## src/rtl/img_pipe_defs.sv

```systemverilog
// img_pipe_defs: shared mode encodings and default image geometry for the binary pixel pipeline
// Contents: morph_mode_e operator select, IMG_H_DEF/IMG_V_DEF image size, CNT_W_DEF counter width
package img_pipe_defs;
  typedef enum logic [1:0] {
    MORPH_PASS   = 2'b00,
    MORPH_ERODE  = 2'b01,
    MORPH_DILATE = 2'b10,
    MORPH_MAJ    = 2'b11
  } morph_mode_e;
  localparam logic [10:0] IMG_H_DEF = 11'd964;
  localparam logic [10:0] IMG_V_DEF = 11'd1444;
  localparam int CNT_W_DEF = 21;
endpackage

```

## src/rtl/popcount9.sv

```systemverilog
// popcount9: combinational count of set bits in a 9-bit window
// Ports: i_bits window taps in, o_cnt number of ones (0..9)
module popcount9 (
  input  logic [8:0] i_bits,
  output logic [3:0] o_cnt
);
  always_comb begin
    o_cnt = '0;
    for (int i = 0; i < 9; i++) o_cnt = o_cnt + {3'b000, i_bits[i]};
  end
endmodule

```

## src/rtl/bin_morph_3x3.sv

```systemverilog
// bin_morph_3x3: frame-latched 3x3 binary morphology with border masking and per-frame foreground count
// Ports: clk/rst_n (async active-low); mode operator select; in_* sync/data from window generator;
//        p11..p33 window taps; post_* 1-cycle delayed sync/data and result bit;
//        frame_fg_cnt/frame_done foreground count of the last completed frame and its update strobe
module bin_morph_3x3
  import img_pipe_defs::*;
#(
  parameter logic [10:0] IMG_H = IMG_H_DEF,
  parameter logic [10:0] IMG_V = IMG_V_DEF,
  parameter int          CNT_W = CNT_W_DEF
) (
  input  logic             clk,
  input  logic             rst_n,
  input  logic [1:0]       mode,
  input  logic             in_vs,
  input  logic             in_hs,
  input  logic             in_clken,
  input  logic [15:0]      in_img_data,
  input  logic             p11, p12, p13,
  input  logic             p21, p22, p23,
  input  logic             p31, p32, p33,
  output logic             post_vs,
  output logic             post_hs,
  output logic             post_clken,
  output logic [15:0]      post_img_data,
  output logic             post_imgbit,
  output logic [CNT_W-1:0] frame_fg_cnt,
  output logic             frame_done
);
  logic             w_vs_rise, w_vs_fall, w_hs_fall, w_inside, w_res, w_inc;
  logic [8:0]       w_win;
  logic [3:0]       w_pop;
  logic [10:0]      r_col, r_row;
  logic [CNT_W-1:0] r_acc, w_acc_nxt;
  morph_mode_e      r_mode;
  // post_vs/post_hs double as the previous-cycle sync values for edge detection
  assign w_vs_rise = in_vs & ~post_vs;
  assign w_vs_fall = ~in_vs & post_vs;
  assign w_hs_fall = ~in_hs & post_hs;
  assign w_inside  = (r_col >= 11'd2) & (r_row >= 11'd2);
  assign w_win     = {p11, p12, p13, p21, p22, p23, p31, p32, p33};
  popcount9 u_pop (.i_bits(w_win), .o_cnt(w_pop));
  always_comb begin
    w_res = r_mode == MORPH_PASS   ? p22 :
            r_mode == MORPH_ERODE  ? &w_win :
            r_mode == MORPH_DILATE ? |w_win : (w_pop >= 4'd5);
  end
  // the increment pending this cycle is folded into the frame total on vs_fall
  assign w_inc     = post_clken & post_hs & post_imgbit;
  assign w_acc_nxt = (w_inc & ~&r_acc) ? r_acc + CNT_W'(1) : r_acc;
  always_ff @(posedge clk or negedge rst_n) begin
    if (!rst_n) begin
      post_vs       <= 1'b0;
      post_hs       <= 1'b0;
      post_clken    <= 1'b0;
      post_img_data <= '0;
      post_imgbit   <= 1'b0;
      frame_fg_cnt  <= '0;
      frame_done    <= 1'b0;
      r_col         <= '0;
      r_row         <= '0;
      r_acc         <= '0;
      r_mode        <= MORPH_PASS;
    end else begin
      post_vs       <= in_vs;
      post_hs       <= in_hs;
      post_clken    <= in_clken;
      post_img_data <= in_img_data;
      if (w_vs_rise) r_mode <= morph_mode_e'(mode);
      r_col <= !in_hs ? '0 : (in_clken && r_col != IMG_H) ? r_col + 11'd1 : r_col;
      r_row <= (w_vs_rise || !in_vs) ? '0 : (w_hs_fall && r_row != IMG_V) ? r_row + 11'd1 : r_row;
      post_imgbit <= !in_hs ? 1'b0 : in_clken ? (w_res & w_inside) : post_imgbit;
      r_acc <= w_vs_rise ? '0 : w_acc_nxt;
      frame_done <= w_vs_fall;
      if (w_vs_fall) frame_fg_cnt <= w_acc_nxt;
    end
  end
endmodule

```

## config.mk

```make
export PLATFORM = sky130hd
export DESIGN_NAME = bin_morph_3x3
export DESIGN_NICKNAME = d
export VERILOG_FILES = /design/src/rtl/img_pipe_defs.sv /design/src/rtl/popcount9.sv /design/src/rtl/bin_morph_3x3.sv
export SDC_FILE = /design/constraint.sdc
export NUM_CORES = 1
export LEC_CHECK = 0
export ABC_CLOCK_PERIOD_IN_PS = 2150
export CELL_PAD_IN_SITES_DETAIL_PLACEMENT = 2
export CELL_PAD_IN_SITES_GLOBAL_PLACEMENT = 2
export CORE_MARGIN = 1.5
export CORE_UTILIZATION = 34
export DETAILED_ROUTE_END_ITERATION = 8
export PLACE_DENSITY = 0.89
export SYNTH_ARGS = -nofsm -noshare
export SYNTH_HDL_FRONTEND = slang
export SYNTH_SLANG_ARGS = --single-unit
```

## constraint.sdc

```tcl
create_clock -name clk -period 2.15 [get_ports clk]
set_input_delay 0.645 -clock clk [delete_from_list [all_inputs] [get_ports clk]]
set_output_delay 0.645 -clock clk [all_outputs]
set_load 0.01 [all_outputs]
```

After elaboration in Yosys (flattened, before gate mapping)
Cells that the tools add are included.
W data, S select, Z words.
{"block": "op_classes", "addsub": 11, "magnitude_cmp": 3, "n_eq_ne": 6, "muxes": 11, "bitwise_logic": 11, "reduce_logical": 10}
{"op": "$mux W11", "n": 4}
{"op": "$mux W21", "n": 2}
{"op": "$add A4 B1 Y4", "n": 7}
{"op": "$add A11 B1 Y11 const B", "n": 2}
{"op": "$ge A11 B2 Y1 const B", "n": 2}
{"op": "$add A21 B1 Y21 const B", "n": 1}
{"op": "$reduce_and A21 Y1", "n": 1}
{"op": "$ne A11 B10 Y1 const B", "n": 1}
{"op": "$ne A11 B11 Y1 const B", "n": 1}
{"op": "$reduce_and A9 Y1", "n": 1}
{"op": "$reduce_or A9 Y1", "n": 1}
{"op": "$and A1 B1 Y1", "n": 8}
{"op": "$mux W1", "n": 5}
{"op": "$ge A4 B3 Y1 const B", "n": 1}
{"op": "$ne A2 B1 Y1 const B", "n": 2}
{"op": "$not A1 Y1", "n": 3}
{"op": "$add A1 B1 Y2", "n": 1}
{"op": "$eq A2 B1 Y1 const B", "n": 1}
{"op": "$eq A2 B2 Y1 const B", "n": 1}
{"op": "$logic_and A1 B1 Y1", "n": 2}
{"op": "$logic_not A1 Y1", "n": 2}
{"op": "$logic_not A2 Y1", "n": 1}
{"op": "$reduce_bool A2 Y1", "n": 1}
{"op": "$logic_or A1 B1 Y1", "n": 1}
{"block": "totals", "ff_bits": 87, "inputBits": 32, "output_inout_bits": 42}

Logic depth before layout (Yosys ltp)
Gate-level depths: netlist of run 1.
{"block": "depth", "ltp_word": 15, "depth_mapped": 14}

Hierarchy
Synthesis of run 1 repeated with hierarchy kept, for this count alone.
{"block": "unflattened", "cells_unflattened": 389, "area_unflattened_um2": 4055.1}
{"mod": "bin_morph_3x3", "n_inst": 1, "cells_per_inst": 364, "area_each_um2": 3843.7}
{"mod": "popcount9", "n_inst": 1, "cells_per_inst": 25, "area_each_um2": 211.5}

Least setup slack after synthesis of run 1
Ideal clock, no wire load.
{"block": "synth_path", "path_kind": "input -> register", "from": "in p32", "to": "reg post_imgbit", "setup_ns": 0.126, "arrival_ns": 3.499, "path_slack_ns": -1.475, "path_stages": 14, "cell_sequence": "ha_1 -> inv_1 -> fa_1 -> fa_1 -> fa_1 -> inv_1 -> ha_1 -> inv_1 -> fa_1 -> inv_1 -> o21ai_0 -> o2111ai_1 -> a32oi_1 -> o22ai_1"}
{"block": "synth_via", "elab_chain_cells": 15, "word_cells_on_any_way": 17}
{"element": "from (decl)", "line": "bin_morph_3x3.sv:21", "text": "input logic p31, p32, p33,"}
{"element": "$add A1 B1 Y2", "line": "popcount9.sv:9", "text": "for (int i = 0; i < 9; i++) o_cnt = o_cnt + {3'b000, i_bits[i]};"}
{"element": "$add A4 B1 Y4 (7 in series)", "line": "popcount9.sv:9"}
{"element": "$ge A4 B3 Y1", "line": "bin_morph_3x3.sv:46", "text": "r_mode == MORPH_DILATE ? |w_win : (w_pop >= 4'd5);"}
{"element": "$mux W1", "line": "bin_morph_3x3.sv:46"}
{"element": "$mux W1 (*)", "line": "bin_morph_3x3.sv:45", "text": "r_mode == MORPH_ERODE ? &w_win :"}
{"element": "$mux W1 (*)", "line": "bin_morph_3x3.sv:44", "text": "w_res = r_mode == MORPH_PASS ? p22 :"}
{"element": "$and A1 B1 Y1 (*)", "line": "bin_morph_3x3.sv:72", "text": "post_imgbit <= !in_hs ? 1'b0 : in_clken ? (w_res & w_inside) : post_imgbit;"}
{"element": "$mux W1 (*) (2 in series)", "line": "bin_morph_3x3.sv:72"}
{"element": "to (signal assigned)", "line": "bin_morph_3x3.sv:72"}
{"element": "to (decl)", "line": "bin_morph_3x3.sv:26", "text": "output logic post_imgbit,"}
Mark *: on every way between the ends. The rest lies on a longest branch, timed or not. The select of a mux whose other input is x is not followed.
A chain may end at the register's enable or synchronous reset.

Final worst setup path of run 1
{"block": "layout_path", "from": "in p33", "to": "reg post_imgbit"}
{"block": "layout_via", "elab_chain_cells": 15, "word_cells_on_any_way": 17}
{"element": "from (decl)", "line": "bin_morph_3x3.sv:21"}
{"element": "$add A1 B1 Y2", "line": "popcount9.sv:9"}
{"element": "$add A4 B1 Y4 (7 in series)", "line": "popcount9.sv:9"}
{"element": "$ge A4 B3 Y1", "line": "bin_morph_3x3.sv:46"}
{"element": "$mux W1", "line": "bin_morph_3x3.sv:46"}
{"element": "$mux W1 (*)", "line": "bin_morph_3x3.sv:45"}
{"element": "$mux W1 (*)", "line": "bin_morph_3x3.sv:44"}
{"element": "$and A1 B1 Y1 (*)", "line": "bin_morph_3x3.sv:72"}
{"element": "$mux W1 (*) (2 in series)", "line": "bin_morph_3x3.sv:72"}
Marks and branches as above.

==> results.ini, run 1 <==
[run_status]
status=complete, but fails checks
violations=negative setup slack

[clock_tree]
clk_latency_ns=0.35
cts_buffers=9
clock-sinks=87
htreeDepth=3
clk_pin_slew_ns=0.06
root_buffer=clkbuf_16
cts_tree=built
cts_buffer_depth=2

[timing]
setup_ws_ns=-1.462
slew_headroom=0.6532
fmax_mhz=276.9
finalHoldViolations=0
tightest_slew_ns=0.5158
period_share=1.680
maxSlewViolCount=0
grt_setup_unrepaired=yes
clock-skew-final_ns=0.007199
setup_violations=1
final.min_clock_period_ns=3.612

[setup_path]
cpPeakStageDelay_ns=0.52
worst-endpoint-required_ns=2.38
critPathMaxFanout=2
crit_chain=buf_6 > ha_4 > inv_2 > fa_1 > fa_1 > fa_1 > inv_2 > ha_4 > inv_2 > fa_1 > inv_2 > o21ai_2 > o2111ai_2 > a32oi_2 > o22ai_1
critical-path-slowest-cell=fa_1
startpoint_type=input pin
critPathKind=in2reg
crit_path_end_kind=register
cp.arrival_ns=3.84

[floorplanning]
die_h_um=113.7
start_util=0.3482
die_area_mm2=0.01292
die_x_um=113.7
num_rows=40
core-area_mm2=0.01196
io-pin-count=74

[global_routing]
grtUsageMet1=0.2330
antenna_found_initial=0
top_usage_layer=met2
grt_pass1_vias=3897
grtUsageMet2=0.4008
grt_max_degree=88
grt_overflow=0
met3_usage=0.04729
grt_pass1_wl_um=20910
grt_usage=0.2121

[power_and_ir_drop]
seqPwrFrac=0.436
pwr-share-comb=0.129
power.internal_w=0.002966
power_frac_clock=0.434
p_per_area_mw_per_mm2=695.4
max-vdd-ir-drop_v=0.0004982
p_leak_nw=2.398
p_sw_w=0.0009409
p_sw_frac=0.2408

[run]
maxCapViolations=0

[logic_synthesis]
ys_seq_area_frac=0.5227
ys.flop_type=dfrtp_1
ys_async_sr_fraction=1.000
syn_area_mm2=0.004165
avgSynthCellArea_um2=10.54
synth_nets=445
ys_warn_count=0
synth-seq-cells=87
syn_inst=395
ys_types=48
synth_edf_count=0

[routing]
wirelength_um=12670
first_pass_iters=4
ant_nets=0
drcViolationCount=0
vias_per_cell=5.312
vias=3410
post_drt_wl_per_cell_um=19.74
drt_iter0_drc=115

[placed_design]
portBuffers=73
place.gp.congestion=0.8891
dp.cells=625
dp_hpwl_um=8927

[layout]
design.final.nets=541
synthToLayoutAreaGrowth_pct=34.88
fillCellCount=1237
final_layout_size_suffix_gt1_frac=0.1374
finalNonFillerCells=642
layout_common_cells=dfrtp_1, clkdlybuf4s50_1, nor2_1, nand2_1, o21ai_0
antenna_cells=0
fin_util=0.4697
layout_commonest_cell=dfrtp_1

[min_path]
hold_class=in2async

==> metal layers <==
layer | part of all wire | vias up
met5 | 0 | -
li1 | - | 1562
met1 | 0.38 | 1742
met2 | 0.56 | 82
met4 | 0.026 | 0
met3 | 0.033 | 24
==> power groups by stage <==
stage	clock network (W)	registers (W)	logic (W)
2_1_floorplan	0	0.00174	0.000170
3_3_place_gp	0	0.00173	0.000398
3_5_place_dp	0	0.00173	0.000441
4_1_cts	0.00175	0.00170	0.000494
5_1_grt	0.00180	0.00171	0.000557
6_report	0.00170	0.00170	0.000505
==> path summary, 6_finish.rpt <==
path	startpoint	end	slack, ns	cells past startpoint
hold / removal	rst_n	frame_fg_cnt[11]	0.35	2
hold reg to reg	frame_fg_cnt[12]	frame_fg_cnt[12]	0.48	2
setup reg to reg	r_acc[0]	frame_fg_cnt[3]	0.05	6
max in group asynchronous	rst_n	r_acc[14]	1.45	2
min in group clk	frame_fg_cnt[12]	frame_fg_cnt[12]	0.48	2
setup / recovery	p33	post_imgbit	-1.46	15
==> cells by family (layout without fill, tap and decap cells) <==
group | after synthesis | after routing | synth area share
adder cells (fa/ha/maj) | 18 | 18 | 0.06308
AO/OA/AOI/OAI | 62 | 62 | 0.1108
flip-flops | 87 | 87 | 0.5227
multiplexers | 5 | 5 | 0.01232
buffers and inverters | 37 | 137 | 0.03334
XOR/XNOR | 32 | 32 | 0.06729
AND/OR/NAND/NOR | 154 | 154 | 0.1904
==> Yosys cell counts (4+ instances only) <==
| library cell | n | area, µm² |
|---|---|---|
| xor2_1 | 11 | 96.34 |
| and2_1 | 9 | 56.30 |
| fa_1 | 5 | 100.1 |
| mux2i_1 | 4 | 40.04 |
| inv_1 | 25 | 93.84 |
| nand4_1 | 11 | 68.82 |
| a21oi_1 | 10 | 50.05 |
| clkbuf_1 | 11 | 41.29 |
| nand2_1 | 36 | 135.1 |
| and3_1 | 7 | 43.79 |
| o211ai_1 | 4 | 30.03 |
| nor3_1 | 11 | 55.05 |
| o21ai_0 | 25 | 125.1 |
| xnor2_1 | 21 | 183.9 |
| nor2_1 | 36 | 135.1 |
| or3_1 | 6 | 37.54 |
| ha_1 | 13 | 162.7 |
| and4_1 | 4 | 35.03 |
| dfrtp_1 | 87 | 2177 |
| nand3_1 | 12 | 60.06 |
| nor4_1 | 8 | 50.05 |
==> layout make-up <==
type | count | area (µm²) | area share
Inverter | 26 | 97.59 | 0.01737
Tap cell | 147 | 183.9 | 0.03274
Clock inverter | 5 | 82.58 | 0.01470
Multi-Input combinational cell | 271 | 1912 | 0.3403
Sequential cell | 87 | 2177 | 0.3875
Timing Repair Buffer | 96 | 925.9 | 0.1648
Clock buffer | 10 | 239.0 | 0.04254
==> sequential cells by signal, summed over array words and instances, names as in the netlist <==
name and flops:
post_imgbit 1, post_vs 1, post_hs 1, frame_done 1, r_acc 21, r_row 11
r_mode 2, frame_fg_cnt 21, post_img_data 16, r_col 11, post_clken 1
==> through the flow <==
step	setup WS (ns)	power, W	hold WS, ns	cell area (µm²)	setup TNS (ns)
2_1_floorplan	-1.475	0.001910	0.3494	4165	-1.475
3_3_place_gp	-2.037	0.002127	0.4608	5219	-2.037
3_5_place_dp	-2.286	0.002175	0.4763	5219	-2.312
4_1_cts	-1.657	0.003947	0.3613	5578	-1.657
5_1_grt	-1.516	0.004061	0.3750	5618	-1.516
6_report	-1.462	0.003907	0.3463	5618	-1.462
==> what timing repair did <==
action / CTS / global route
hold buffers: 0 / 0
pin swaps: 9 / 8
endpoints found under the setup margin: 2 / 3
cloned: 0 / 0
resized for setup: 23 / 6
setup buffers: 1 / 1
==> critical path, delay by kind of cell <==
family                     cells  cell delay [ns]
adders and majority gates      6             2.28
buffers and inverters          5             0.29
AOI/OAI and AO/OA              4             0.62
No activity file was read; power rests on OpenSTA's default activity.
==> inputs of run 2 (changes only) <==
--- a/config.mk
+++ b/config.mk
@@ -11,7 +11,7 @@
 export CORE_MARGIN = 1.5
 export CORE_UTILIZATION = 34
 export DETAILED_ROUTE_END_ITERATION = 8
-export PLACE_DENSITY = 0.89
+export PLACE_DENSITY_LB_ADDON = 0.1
 export SYNTH_ARGS = -nofsm -noshare
 export SYNTH_HDL_FRONTEND = slang
 export SYNTH_SLANG_ARGS = --single-unit
==> run 2 against run 1 <==
  * The run still ends with negative setup slack left
  * Worst setup slack better by 0.018 ns
  * Hold slack worse by 0.071 ns
  * Via count down 2.7%
  * Power down 4.9%
  * Sequential power about the same
  * First-iteration DRC count down 23%
  * Register-to-register slack better by 0.08 ns
  * Clock skew up 0.0013 ns
  * Count of clock-buffer cells in the layout up 3
  * Critical path depth unchanged
  * Non-clock buffer count up 5
  * Clock power down 7%
  * Critical path type unchanged
  * Highest routed layer unchanged
==> results.ini, run 2 (same netlist as run 1, synthesis figures left out) <==
[timing]
slew_headroom=0.6257  ; -0.02749
setup_ws_ns=-1.443  ; +0.01843 ns
tightest_slew_ns=0.5563  ; +0.04052 ns
period_share=1.671  ; -0.008572
maxSlewViolCount=0  ; unchanged
clock-skew-final_ns=0.008464  ; +0.001265 ns
finalHoldViolations=0  ; unchanged
final.min_clock_period_ns=3.593  ; -0.01843 ns
grt_setup_unrepaired=yes
fmax_mhz=278.3  ; +0.51%
fin_setup_tns_ns=-1.443  ; +0.01843 ns
setup_violations=1  ; unchanged

[run]
maxCapViolations=0  ; unchanged

[global_routing]
antenna_found_initial=0  ; unchanged
grt_pass1_vias=3692  ; -5.3%
grt_overflow=0  ; unchanged
grt_max_degree=40  ; -55%
grt_usage=0.1974  ; -0.01468
met3_usage=0.03826  ; -0.009033
top_usage_layer=met2
grt_pass1_wl_um=19510  ; -6.7%
grtUsageMet1=0.2346  ; +0.001611
grtUsageMet2=0.3594  ; -0.04137

[floorplanning]
die_h_um=113.7  ; unchanged
core-area_mm2=0.01196  ; unchanged
num_rows=40  ; unchanged
start_util=0.3482  ; unchanged
die_area_mm2=0.01292  ; unchanged
io-pin-count=74  ; unchanged
die_x_um=113.7  ; unchanged

[clock_tree]
cts_buffers=9  ; unchanged
cts_tree=built
clock-sinks=87  ; unchanged
cts_buffer_depth=2  ; unchanged
clk_latency_ns=0.35  ; about the same
root_buffer=clkbuf_16
clk_pin_slew_ns=0.06  ; about the same
htreeDepth=3  ; unchanged

[setup_path]
cp.arrival_ns=3.81  ; -0.03 ns
startpoint_type=input pin
critPathLaunch=p33
r2r-end=r_col[10]
worst-endpoint-required_ns=2.37  ; about the same
r2r_start=r_col[5]
crit_path_end_kind=register
critPathKind=in2reg
critPathMaxFanout=2  ; unchanged
r2r_slack_ns=0.13  ; +0.08 ns
reg2reg_depth=5  ; -1
crit_path_end=post_imgbit

[routing]
vias=3317  ; -2.7%
vias_per_cell=5.119  ; -3.6%
wirelength_um=11530  ; -9.0%
first_pass_iters=4  ; unchanged
drt_iter0_drc=88  ; -23%
drcViolationCount=0  ; unchanged
ant_nets=0  ; unchanged
post_drt_wl_per_cell_um=17.80  ; -9.8%

[run_status]
status=complete, but fails checks
violations=negative setup slack

[power_and_ir_drop]
max-vdd-ir-drop_v=0.0003903  ; -22%
p_per_area_mw_per_mm2=665.6  ; -4.3%
p_leak_nw=2.396  ; about the same

[layout]
top_regs=frame_fg_cnt x21, r_acc x21, post_img_data x16
finish.instance_area_mm2=0.005579  ; -0.69%
layout_common_cells=dfrtp_1, clkdlybuf4s50_1, nor2_1, nand2_1, buf_4
design.final.nets=546  ; +0.92%
antenna_cells=0  ; unchanged
final_layout_size_suffix_gt1_frac=0.1277  ; -0.009629
fin_util=0.4664  ; -0.003242
layout_commonest_cell=dfrtp_1
synthToLayoutAreaGrowth_pct=33.94

[placed_design]
dp_hpwl_um=8769  ; -1.8%
portBuffers=73  ; unchanged
place_area_mm2=0.005244  ; +0.48%
place.gp.congestion=0.8182  ; -8.0%

[min_path]
hold_class=in2async

-- run 2: cell count changes in the layout (fill, tap and decap cells not counted), moves of 2 or more --
cell / before / now
buf_4: 22 / 28
buf_6: 2 / 0
buf_8: 0 / 2
clkinv_4: 2 / 0
clkbuf_1: 0 / 3
-- run 2: worst min-delay path by stage --
stage	cells after the start	slack [ns]	endpoint	from
4_1_cts	1	0.29	post_img_data[14]	rst_n
6_report	1	0.28	post_img_data[8]	rst_n
5_1_grt	1	0.31	post_img_data[3]	rst_n
3_5_place_dp	2	0.47	frame_fg_cnt[19]	frame_fg_cnt[19]
3_3_place_gp	2	0.46	frame_fg_cnt[14]	frame_fg_cnt[14]
2_1_floorplan	0	0.35	frame_done	rst_n
-- run 2: routing by layer --
layer / vias to the layer above / part of all wire
met5: - / 0
met2: 34 / 0.55
met1: 1705 / 0.42
met3: 11 / 0.021
li1: 1567 / -
met4: 0 / 0.011
-- run 2: layout make-up --
class,count,area (µm²)
fill,1233,6382
multi-input combinational,271,1869
inverter,26,97.59
timing repair buffer,101,958.4
tap,147,183.9
clock inverter,3,42.54
sequential,87,2177
clock buffer,13,250.2
-- run 2: through the flow --
step           total power [W]  hold slack, ns  worst slack, ns  cells
6_report              0.003714          0.2752           -1.443    648
3_3_place_gp          0.002134          0.4618           -2.060    630
3_5_place_dp          0.002159          0.4728           -2.268    630
4_1_cts               0.003779          0.2915           -1.557    647
2_1_floorplan         0.001910          0.3494           -1.475    395
5_1_grt               0.003883          0.3074           -1.582    648
-- run 2: where the power goes --
part	switching, W	internal [W]	total (W)
Sequential	0.0000231	0.00168	0.00170
Clock	0.000643	0.000932	0.00158
Combinational	0.000212	0.000227	0.000439
-- run 2: worst max-delay path: stages --
cell and delay (ns):
buf_8 0.10, ha_4 0.26, inv_2 0.03, fa_1 0.46, fa_1 0.51, fa_1 0.42
inv_1 0.07, ha_2 0.18, inv_2 0.04, fa_1 0.47, inv_1 0.04, o21ai_1 0.12
o2111ai_1 0.14, a32oi_1 0.21, o22ai_1 0.12
-- run 2: timing repair --
action | 4_1_cts | 5_1_grt
hold buffers | 0 | 0
gates resized for setup | 22 | 2
endpoints found under the setup margin | 1 | 5
pin swaps | 9 | 9
buffers inserted | 1 | 1
==> inputs of run 3 (changes only) <==
--- a/config.mk
+++ b/config.mk
@@ -8,8 +8,8 @@
 export ABC_CLOCK_PERIOD_IN_PS = 2150
 export CELL_PAD_IN_SITES_DETAIL_PLACEMENT = 2
 export CELL_PAD_IN_SITES_GLOBAL_PLACEMENT = 2
-export CORE_MARGIN = 1.5
 export CORE_UTILIZATION = 34
+export CTS_BUF_LIST = sky130_fd_sc_hd__clkbuf_8 sky130_fd_sc_hd__clkbuf_16
 export DETAILED_ROUTE_END_ITERATION = 8
 export PLACE_DENSITY_LB_ADDON = 0.1
 export SYNTH_ARGS = -nofsm -noshare
==> run 3 against run 2 <==
  * The run still ends with negative setup slack left
  * Flip-flop and latch count unchanged
  * Critical path type unchanged
  * Clock skew up 0.0032 ns
  * Non-clock buffer count up 3
  * Die area down 1.8%
  * Hold slack worse by 0.044 ns
  * Via count up 0.48%
  * Worst setup slack worse by 0.053 ns
  * Combinational power up 11%
==> results.ini, run 3 (same netlist as run 1, synthesis figures left out) <==
[run_status]
status=complete, but fails checks
violations=negative setup slack

[setup_path]
crit_path_frequent_cell=fa_1
worst-endpoint-required_ns=2.36  ; about the same
startpoint_type=input pin
critPathMaxFanout=2  ; unchanged
cpPeakStageDelay_ns=0.53  ; +0.02 ns
crit_path_end_kind=register
critPathKind=in2reg
cp.arrival_ns=3.86  ; +0.05 ns
critPathLaunch=p32
r2r_start=r_acc[0]
crit_family=adder cells
critical-path-slowest-cell=fa_1
path_buf_inv=5  ; unchanged
crit_chain=buf_8 > ha_4 > inv_2 > fa_1 > fa_1 > fa_1 > inv_1 > ha_2 > inv_2 > fa_1 > inv_1 > o21ai_2 > o2111ai_2 > a32oi_1 > o22ai_1

[power_and_ir_drop]
seqPwrFrac=0.451  ; -0.006
power_frac_clock=0.420  ; -0.004
p_leak_nw=2.427  ; +1.3%
p_sw_w=0.0009238  ; +5.2%
max-vdd-ir-drop_v=0.0002979  ; -24%
p_per_area_mw_per_mm2=669.9  ; +0.64%
power.internal_w=0.002845  ; +0.34%
pwr-share-comb=0.129  ; +0.011
p_sw_frac=0.2452  ; +0.008568

[routing]
drt_iter0_drc=68  ; -23%
ant_nets=0  ; unchanged
vias=3333  ; +0.48%
wirelength_um=11730  ; +1.7%
first_pass_iters=4  ; unchanged
post_drt_wl_per_cell_um=18.01  ; +1.2%
drcViolationCount=0  ; unchanged
vias_per_cell=5.120  ; about the same

[timing]
slew_headroom=0.6447  ; +0.01896
grt_setup_unrepaired=yes
final.min_clock_period_ns=3.646  ; +0.05258 ns
tightest_slew_ns=0.5289  ; -0.02738 ns
finalHoldViolations=0  ; unchanged
period_share=1.696  ; +0.02446
clock-skew-final_ns=0.01164  ; +0.003174 ns
setup_ws_ns=-1.496  ; -0.05258 ns
fmax_mhz=274.3  ; -1.4%
setup_violations=1  ; unchanged
maxSlewViolCount=0  ; unchanged

[clock_tree]
cts_tree=built
clk_pin_slew_ns=0.07  ; about the same
cts_buffers=9  ; unchanged
clock-sinks=87  ; unchanged
root_buffer=clkbuf_16
clk_latency_ns=0.35  ; about the same
cts_buffer_depth=2  ; unchanged
htreeDepth=3  ; unchanged

[layout]
finish.instance_area_mm2=0.005625  ; +0.83%
finalNonFillerCells=651  ; +0.46%
synthToLayoutAreaGrowth_pct=35.06
layout_commonest_cell=dfrtp_1
fillCellCount=1259  ; +2.1%
antenna_cells=0  ; unchanged
top_regs=frame_fg_cnt x21, r_acc x21, post_img_data x16
final_layout_size_suffix_gt1_frac=0.1369  ; +0.009160
layout_common_cells=dfrtp_1, clkdlybuf4s50_1, nor2_1, nand2_1, buf_4
design.final.nets=549  ; +0.55%

[floorplanning]
num_rows=40  ; unchanged
core-area_mm2=0.01196  ; unchanged
die_h_um=112.7  ; -0.88%
die_x_um=112.7  ; -0.88%
die_area_mm2=0.01270  ; -1.8%
start_util=0.3482  ; unchanged
io-pin-count=74  ; unchanged

[global_routing]
grt_pass1_vias=3756  ; +1.7%
grt_overflow=0  ; unchanged
grt_max_degree=40  ; unchanged
antenna_found_initial=0  ; unchanged
grt_pass1_wl_um=19690  ; +0.92%
grt_usage=0.2033  ; +0.005927

[run]
maxCapViolations=0  ; unchanged

[placed_design]
place.gp.congestion=0.8026  ; -1.9%
place_area_mm2=0.005256  ; +0.24%
dp_slack_ns=-2.333  ; -0.06518 ns
portBuffers=73  ; unchanged
dp.cells=630  ; unchanged
dp_hpwl_um=8478  ; -3.3%

[min_path]
hold_class=in2async

## run 3: repair_timing
item	4_1_cts	5_1_grt
setup endpoints to repair	1	2
pin swaps	9	8
resized for setup	23	1
hold buffers	0	0
buffers inserted	2	3
## run 3: per-stage QoR
step	total power [W]	hold slack, ns	util	setup TNS (ns)
3_5_place_dp	0.002167	0.4738	0.4394	-2.453
5_1_grt	0.003940	0.2451	0.4703	-1.611
3_3_place_gp	0.002135	0.4620	0.4394	-2.048
2_1_floorplan	0.001910	0.3494	-	-1.475
6_report	0.003768	0.2315	0.4703	-1.496
4_1_cts	0.003813	0.2391	0.4681	-1.541
## run 3: path summary, 6_finish.rpt
kind | end | slack [ns] | cells after the start
min in group clk | frame_fg_cnt[14] | 0.48 | 2
min reg2reg | frame_fg_cnt[14] | 0.48 | 2
max in group asynchronous | post_imgbit | 1.27 | 2
min | post_img_data[5] | 0.23 | 1
max reg2reg | frame_fg_cnt[3] | 0.15 | 6
max | post_imgbit | -1.50 | 15
## run 3: final cells by class
| class | count | area [µm²] | area share |
|---|---|---|---|
| Tap cell | 147 | 183.9 | 0.03270 |
| Timing Repair Buffer | 104 | 993.5 | 0.1766 |
| Sequential cell | 87 | 2177 | 0.3870 |
| Inverter | 26 | 97.59 | 0.01735 |
| Clock inverter | 6 | 60.06 | 0.01068 |
| Multi-Input combinational cell | 271 | 1874 | 0.3332 |
| Clock buffer | 10 | 239.0 | 0.04248 |
## run 3: routing by layer
metal  wire (µm)  vias to the layer above  global-route usage
met1        5031                     1690              0.2390
met4         269                        0             0.07378
met5           0                        -                   0
met2        6124                       46              0.3564
met3         302                       21             0.05346
li1            -                     1576                   -
## run 3: power by group through the flow
| stage | sequential, W | combinational (W) | clock [W] |
|---|---|---|---|
| floorplan | 0.00174 | 0.000170 | 0 |
| CTS | 0.00170 | 0.000477 | 0.00164 |
| finish | 0.00170 | 0.000486 | 0.00158 |
| global placement | 0.00173 | 0.000408 | 0 |
| global route | 0.00170 | 0.000536 | 0.00170 |
| detailed placement | 0.00173 | 0.000437 | 0 |
## run 3: worst register-to-register path, stage by stage (launching register included)
cell,delay [ns]
dfrtp_1,0.42
ha_1,0.23
and3_1,0.20
nand3_1,0.25
nor3_1,0.12
or4_1,0.51
a31oi_1,0.19
